### config.mk
export PLATFORM = sky130hd
export DESIGN_NAME = mips_multicycle_ctrl
export DESIGN_NICKNAME = d
export VERILOG_FILES = /design/src/rtl/mips_pkg.sv /design/src/rtl/mips_alu_decode.sv /design/src/rtl/mips_multicycle_ctrl.sv
export SDC_FILE = /design/constraint.sdc
export NUM_CORES = 1
export LEC_CHECK = 0
export BUFFER_PORTS_ARGS = -buffer_cell sky130_fd_sc_hd__buf_2
export CAP_MARGIN = 25
export CELL_PAD_IN_SITES_DETAIL_PLACEMENT = 1
export CELL_PAD_IN_SITES_GLOBAL_PLACEMENT = 2
export CORE_UTILIZATION = 27
export CTS_BUF_LIST = sky130_fd_sc_hd__clkbuf_16
export DETAILED_ROUTE_END_ITERATION = 7
export PLACE_DENSITY = 0.89
export SYNTH_ARGS = -nofsm -noshare
export SYNTH_HDL_FRONTEND = slang
export SYNTH_SLANG_ARGS = --single-unit
### constraint.sdc
create_clock -name clk -period 2.5 [get_ports clk]
set_input_delay 0.125 -clock clk [delete_from_list [all_inputs] [get_ports clk]]
set_output_delay 0.125 -clock clk [all_outputs]
set_load 0.1 [all_outputs]
### src/rtl/mips_pkg.sv
// Shared encodings for the MIPS control path: FSM states, opcode/func
// constants, ALU operation codes, mux selects and the control-word struct.
package mips_pkg;

    typedef enum logic [3:0] {
        S_FETCH  = 4'd0,
        S_DECODE = 4'd1,
        S_MADDR  = 4'd2,
        S_MREAD  = 4'd3,
        S_MWB    = 4'd4,
        S_MWRITE = 4'd5,
        S_REXEC  = 4'd6,
        S_RWB    = 4'd7,
        S_BRANCH = 4'd8,
        S_JUMP   = 4'd9,
        S_IEXEC  = 4'd10,
        S_IWB    = 4'd11,
        S_FAULT  = 4'd12
    } state_t;

    localparam logic [5:0] OP_RTYPE = 6'b000000;
    localparam logic [5:0] OP_LW    = 6'b100011;
    localparam logic [5:0] OP_SW    = 6'b101011;
    localparam logic [5:0] OP_BEQ   = 6'b000100;
    localparam logic [5:0] OP_J     = 6'b000010;
    localparam logic [5:0] OP_ADDI  = 6'b001000;

    localparam logic [5:0] FN_ADD = 6'b100000;
    localparam logic [5:0] FN_SUB = 6'b100010;
    localparam logic [5:0] FN_AND = 6'b100100;
    localparam logic [5:0] FN_OR  = 6'b100101;
    localparam logic [5:0] FN_SLT = 6'b101010;

    localparam logic [3:0] ALU_ADD = 4'b0010;
    localparam logic [3:0] ALU_SUB = 4'b0110;
    localparam logic [3:0] ALU_AND = 4'b0000;
    localparam logic [3:0] ALU_OR  = 4'b0001;
    localparam logic [3:0] ALU_SLT = 4'b0111;

    localparam logic [1:0] PCSRC_ALU    = 2'b00;
    localparam logic [1:0] PCSRC_ALUOUT = 2'b01;
    localparam logic [1:0] PCSRC_JUMP   = 2'b10;

    localparam logic [1:0] ALUB_REG     = 2'b00;
    localparam logic [1:0] ALUB_FOUR    = 2'b01;
    localparam logic [1:0] ALUB_IMM     = 2'b10;
    localparam logic [1:0] ALUB_IMM_SH2 = 2'b11;

    localparam logic [1:0] FC_NONE    = 2'b00;
    localparam logic [1:0] FC_ILLEGAL = 2'b01;
    localparam logic [1:0] FC_TIMEOUT = 2'b10;

    typedef struct packed {
        logic       iord;
        logic       memread;
        logic       memwrite;
        logic       ir_write;
        logic       pc_write;
        logic [1:0] pcsrc;
        logic       alusrc_a;
        logic [1:0] alusrc_b;
        logic       extop;
        logic [3:0] aluop;
        logic       regdst;
        logic       regwrite;
        logic       mem2reg;
        logic       instr_done;
        logic       fault;
        logic [1:0] fault_code;
    } ctrl_t;

endpackage

### src/rtl/mips_alu_decode.sv
// R-type func field to ALU operation, with a flag for supported functions.
module mips_alu_decode
    import mips_pkg::*;
(
    input  logic [5:0] func_i,
    output logic [3:0] aluop_o,
    output logic       legal_o
);

    always_comb begin
        aluop_o = ALU_ADD;
        legal_o = 1'b1;
        case (func_i)
            FN_ADD:  aluop_o = ALU_ADD;
            FN_SUB:  aluop_o = ALU_SUB;
            FN_AND:  aluop_o = ALU_AND;
            FN_OR:   aluop_o = ALU_OR;
            FN_SLT:  aluop_o = ALU_SLT;
            default: legal_o = 1'b0;
        endcase
    end

endmodule

### src/rtl/mips_multicycle_ctrl.sv
// Multi-cycle MIPS control FSM: sequences instruction phases over a shared
// ALU and memory port, with a bounded wait on memory and a sticky fault state.
module mips_multicycle_ctrl
    import mips_pkg::*;
#(
    parameter int unsigned MEM_TIMEOUT = 16,
    parameter int unsigned CNT_W       = 5
) (
    input  logic       clk,
    input  logic       rst,
    input  logic [5:0] opcode,
    input  logic [5:0] func,
    input  logic       zero_flag,
    input  logic       mem_ready,
    output logic       iord,
    output logic       memread,
    output logic       memwrite,
    output logic       ir_write,
    output logic       pc_write,
    output logic [1:0] pcsrc,
    output logic       alusrc_a,
    output logic [1:0] alusrc_b,
    output logic       extop,
    output logic [3:0] aluop,
    output logic       regdst,
    output logic       regwrite,
    output logic       mem2reg,
    output logic       instr_done,
    output logic       fault,
    output logic [1:0] fault_code,
    output logic [3:0] state
);

    localparam logic [CNT_W-1:0] CNT_MAX   = '1;
    localparam logic [CNT_W-1:0] CNT_ONE   = CNT_W'(1);
    localparam logic [CNT_W-1:0] CNT_LIMIT = CNT_W'(MEM_TIMEOUT);

    state_t           state_q, state_d;
    logic [CNT_W-1:0] cnt_q, cnt_d;
    logic [1:0]       fcode_q, fcode_d;
    logic [3:0]       rtype_aluop;
    logic             rtype_legal;
    logic             mem_state;
    logic             timeout;
    ctrl_t            ctl, ctl_out;

    mips_alu_decode u_alu_decode (
        .func_i  (func),
        .aluop_o (rtype_aluop),
        .legal_o (rtype_legal)
    );

    assign mem_state = (state_q == S_FETCH) || (state_q == S_MREAD) || (state_q == S_MWRITE);
    // A late mem_ready on the limit cycle still completes the access.
    assign timeout   = (MEM_TIMEOUT != 0) && (cnt_q == CNT_LIMIT) && !mem_ready;

    always_ff @(posedge clk) begin
        if (rst) begin
            state_q <= S_FETCH;
            cnt_q   <= '0;
            fcode_q <= FC_NONE;
        end else begin
            state_q <= state_d;
            cnt_q   <= cnt_d;
            fcode_q <= fcode_d;
        end
    end

    always_comb begin
        state_d = state_q;
        fcode_d = fcode_q;
        ctl     = '0;
        case (state_q)
            S_FETCH: begin
                ctl.memread  = 1'b1;
                ctl.alusrc_b = ALUB_FOUR;
                ctl.aluop    = ALU_ADD;
                ctl.pcsrc    = PCSRC_ALU;
                ctl.ir_write = mem_ready;
                ctl.pc_write = mem_ready;
                if (mem_ready) begin
                    state_d = S_DECODE;
                end else if (timeout) begin
                    state_d = S_FAULT;
                    fcode_d = FC_TIMEOUT;
                end
            end
            S_DECODE: begin
                ctl.alusrc_b = ALUB_IMM_SH2;
                ctl.extop    = 1'b1;
                ctl.aluop    = ALU_ADD;
                case (opcode)
                    OP_LW, OP_SW: state_d = S_MADDR;
                    OP_RTYPE:     state_d = rtype_legal ? S_REXEC : S_FAULT;
                    OP_BEQ:       state_d = S_BRANCH;
                    OP_J:         state_d = S_JUMP;
                    OP_ADDI:      state_d = S_IEXEC;
                    default:      state_d = S_FAULT;
                endcase
                if (state_d == S_FAULT) fcode_d = FC_ILLEGAL;
            end
            S_MADDR: begin
                ctl.alusrc_a = 1'b1;
                ctl.alusrc_b = ALUB_IMM;
                ctl.extop    = 1'b1;
                ctl.aluop    = ALU_ADD;
                state_d      = (opcode == OP_LW) ? S_MREAD : S_MWRITE;
            end
            S_MREAD, S_MWRITE: begin
                ctl.iord     = 1'b1;
                ctl.memread  = (state_q == S_MREAD);
                ctl.memwrite = (state_q == S_MWRITE);
                if (mem_ready) begin
                    ctl.instr_done = (state_q == S_MWRITE);
                    state_d        = (state_q == S_MREAD) ? S_MWB : S_FETCH;
                end else if (timeout) begin
                    state_d = S_FAULT;
                    fcode_d = FC_TIMEOUT;
                end
            end
            S_MWB: begin
                ctl.regwrite   = 1'b1;
                ctl.instr_done = 1'b1;
                state_d        = S_FETCH;
            end
            S_REXEC: begin
                ctl.alusrc_a = 1'b1;
                ctl.alusrc_b = ALUB_REG;
                ctl.aluop    = rtype_aluop;
                state_d      = S_RWB;
            end
            S_RWB: begin
                ctl.regwrite   = 1'b1;
                ctl.regdst     = 1'b1;
                ctl.mem2reg    = 1'b1;
                ctl.instr_done = 1'b1;
                state_d        = S_FETCH;
            end
            S_BRANCH: begin
                ctl.alusrc_a   = 1'b1;
                ctl.alusrc_b   = ALUB_REG;
                ctl.aluop      = ALU_SUB;
                ctl.pcsrc      = PCSRC_ALUOUT;
                ctl.pc_write   = zero_flag;
                ctl.instr_done = 1'b1;
                state_d        = S_FETCH;
            end
            S_JUMP: begin
                ctl.pcsrc      = PCSRC_JUMP;
                ctl.pc_write   = 1'b1;
                ctl.instr_done = 1'b1;
                state_d        = S_FETCH;
            end
            S_IEXEC: begin
                ctl.alusrc_a = 1'b1;
                ctl.alusrc_b = ALUB_IMM;
                ctl.extop    = 1'b1;
                ctl.aluop    = ALU_ADD;
                state_d      = S_IWB;
            end
            S_IWB: begin
                ctl.regwrite   = 1'b1;
                ctl.mem2reg    = 1'b1;
                ctl.instr_done = 1'b1;
                state_d        = S_FETCH;
            end
            S_FAULT: begin
                ctl.fault      = 1'b1;
                ctl.fault_code = fcode_q;
            end
            default: begin
                state_d = S_FAULT;
                fcode_d = FC_ILLEGAL;
            end
        endcase
    end

    // Wait counter restarts on every state change and saturates while stalled.
    always_comb begin
        cnt_d = cnt_q;
        if (state_d != state_q) begin
            cnt_d = '0;
        end else if (mem_state && !mem_ready && (cnt_q != CNT_MAX)) begin
            cnt_d = cnt_q + CNT_ONE;
        end
    end

    assign ctl_out    = rst ? '0 : ctl;
    assign iord       = ctl_out.iord;
    assign memread    = ctl_out.memread;
    assign memwrite   = ctl_out.memwrite;
    assign ir_write   = ctl_out.ir_write;
    assign pc_write   = ctl_out.pc_write;
    assign pcsrc      = ctl_out.pcsrc;
    assign alusrc_a   = ctl_out.alusrc_a;
    assign alusrc_b   = ctl_out.alusrc_b;
    assign extop      = ctl_out.extop;
    assign aluop      = ctl_out.aluop;
    assign regdst     = ctl_out.regdst;
    assign regwrite   = ctl_out.regwrite;
    assign mem2reg    = ctl_out.mem2reg;
    assign instr_done = ctl_out.instr_done;
    assign fault      = ctl_out.fault;
    assign fault_code = ctl_out.fault_code;
    assign state      = rst ? 4'd0 : state_q;

endmodule

==> flow_summary_export.csv <==
group,metric,value,unit
place,post-place-ws,289,ps
synthesis,ys_types,54,
worst_setup_path,r2r-start,"cnt_q[0]",
final_layout,drive_gt1_share,36.7,%
timing,tightest_slew,622,ps
synthesis,ys_ff_latch,11,
place,place_area,0.00170,mm^2
synthesis,synth_edf_count,0,
timing,setup_ws,230,ps
drt,first_pass_iters,4,
worst_setup_path,reg2regPathDepth,8,
cts,holdBufCountCts,0,
timing,drv_slew,0,
synthesis,seq_area_frac_synth,17.2,%
synthesis,synth_flop_cell,"dfxtp_1",
drt,wire_per_inst,16.5,um
final_layout,fin_area,0.00178,mm^2
drt,route.vias.total,1542,
cts,postCtsSetupBuffers,0,
synthesis,postSynthCellCount,182,
worst_setup_path,crit_path_end,"cnt_q[3]",
worst_setup_path,timing.rr.end,"cnt_q[3]",
timing,relSlewSlack,58.5,%
cts,cts_root_buf,"clkbuf_16",
worst_setup_path,path_max_fanout,5,
grt,overflow,0,
final_layout,nets,241,
final_layout,layout_commonest_cell,"buf_2",
grt,grt_usage,19.2,%
hold_path,hold_class,"in -> reg",
floorplan,die-area,0.00502,mm^2
timing,finalHoldViolCount,0,
worst_setup_path,critPathLaunch,"cnt_q[0]",
drt,routed_wl,4510,um
synthesis,synth_warnings,0,
power_and_ir_drop,vdd_ir_drop_max,0.495,mV
final_layout,diodes,0,
timing,fin_crit_sh,90.8,%
synthesis,synthArstFlopShare,0,%
grt,grt_max_degree,27,
timing,fin_worst_skew,6.58,ps
drt,drtAntennaViolNets,0,
drt,drt_iter0_drc,59,
cts,cts-resized-gates,0,
worst_setup_path,path_class,"reg -> reg",
cts,numCtsBuffers,3,
drt,post-route-drc-count,0,
timing,setup_viol,0,
synthesis,syn_area,0.00128,mm^2
timing,rsz0062_at_grt,"false",
grt,grt_pass1_wl,7640,um
hold_path,hold_depth,4,
cts,clockBufferDepth,2,
place,gp_congestion,0.874,
worst_setup_path,startpoint_type,"flip-flop",
synthesis,synth_fp_nets,201,
final_layout,layout_common_cells,"36 x buf_2, 18 x nor2_1, 14 x a21oi_1",
flow_run,drv_cap,0,
timing,fmax,440,MHz
worst_setup_path,r2r_slack,230,ps
grt,antenna_found_initial,0,
worst_setup_path,cp_data_arrival_time,2370,ps
place,place_hpwl,3430,um
synthesis,avgSynthCellArea,7.03,um^2
worst_setup_path,worst_ep_required_time,2600,ps
grt,grt_pass1_vias,1550,
drt,viasPerCell,5.65,
timing,min_period,2270,ps
floorplan,start_util,28.8,%
power_and_ir_drop,p_per_area,755,mW/mm^2
cts,cts_tree,"done",
cts,htree_levels,1,
final_layout,fill_cells,578,
floorplan,pin_count,42,
floorplan,core,0.00444,mm^2
floorplan,die_y,70.8,um
power_and_ir_drop,power,1340,uW
final_layout,area_growth,38.8,%
cts,cts.sinks,11,
place,io_buffers,40,
worst_setup_path,critPathCaptureType,"flip-flop",
power_and_ir_drop,power_leakage,0.000725,uW
floorplan,rows,24,
cts,clk_latency,240,ps
cts,clkTransAtPathRegs,50,ps
status,status,"completed",
floorplan,die_width,70.8,um
[through the flow]
step                      util [%]  setup TNS [ps]  cells  hold slack, ps
after detailed placement      38.2               0    269             464
after global routing          39.9               0    273             345
after floorplan                  -           -3830    182             313
after CTS                     39.9               0    273             324
after global placement        38.2               0    269             444
final                         39.9               0    273             329
[state kept, by name (all words and copies together), names as in the netlist]
name     count
state_q      4
fcode_q      2
cnt_q        5
[synth_stat cells, types with 2 or more instances]
master     n  share of area [%]
o21ai_0    8                3.1
nand2_1   13                3.8
and3_1     7                3.4
nor4_1    12                5.9
clkbuf_1   7                2.1
nor3_1     9                3.5
a21oi_1   15                5.9
nor2b_1    6                2.9
dfxtp_1   11                 17
nand2b_1   2               0.98
xnor2_1    3                2.1
xor2_1     3                2.1
o22ai_1    3                1.5
mux2i_1    2                1.6
nor2_1    19                5.6
nor4b_1    2                1.4
and2_1     2               0.98
or2_2      4                2.0
nand3_1    5                2.0
buf_2      3                1.2
nand4_1    2               0.98
inv_1      6                1.8
buf_1      2               0.59
a211oi_1   4                2.3
ha_1       3                2.9
[worst max-delay path: stages (launching register included)]
cell       delay (ps)
dfxtp_1           340
inv_1              70
ha_1              140
nand4bb_1         180
nor2b_1           220
a32o_1            240
a221oi_2          320
mux2i_1           480
nor4_1            120
[logic make-up (layout without fill, tap and decap cells)]
group | after synthesis | count (layout) | share of synthesized area (%)
buffers and inverters | 20 | 59 | 7.05
XOR/XNOR | 6 | 6 | 4.11
adder cells (fa/ha/maj) | 4 | 4 | 3.72
flip-flops | 11 | 11 | 17.2
AND/OR/NAND/NOR | 90 | 90 | 39.8
other | 1 | 1 | 0.293
multiplexers | 4 | 4 | 3.62
AO/OA/AOI/OAI | 46 | 46 | 24.2
[routing by layer]
metal,vias up,routed length (um),part of all wire (%),GRT usage (%)
met5,-,0,0,0
met4,0,87,1.9,6.00
met3,8,219,4.9,3.56
met2,43,2160,48,31.8
met1,741,2040,45,25.2
li1,750,-,-,-
[layout make-up]
| cell class | count | area [um^2] | area share (%) |
|---|---|---|---|
| multi-input combinational | 151 | 1060 | 59.8 |
| clock inverter | 1 | 3.75 | 0.211 |
| tap | 52 | 65.1 | 3.66 |
| inverter | 6 | 22.5 | 1.27 |
| clock buffer | 3 | 75.1 | 4.23 |
| timing repair buffer | 49 | 328 | 18.5 |
| sequential | 11 | 220 | 12.4 |
[worst min path at each step]
| stage | endpoint | slack, ps | start |
|---|---|---|---|
| after CTS | state_q[1] | 320 | opcode[4] |
| after floorplan | state_q[1] | 310 | opcode[4] |
| final | state_q[1] | 330 | opcode[4] |
| after detailed placement | fcode_q[0] | 460 | fcode_q[0] |
| after global placement | fcode_q[0] | 440 | fcode_q[0] |
| after global routing | state_q[1] | 340 | opcode[4] |
[power by group]
group	internal [uW]	switching (uW)	total, uW
clock network	210	80.6	291
logic	245	580	825
registers	197	28.3	225
total	651	689	1340
No activity file was read; power rests on OpenSTA's default activity.
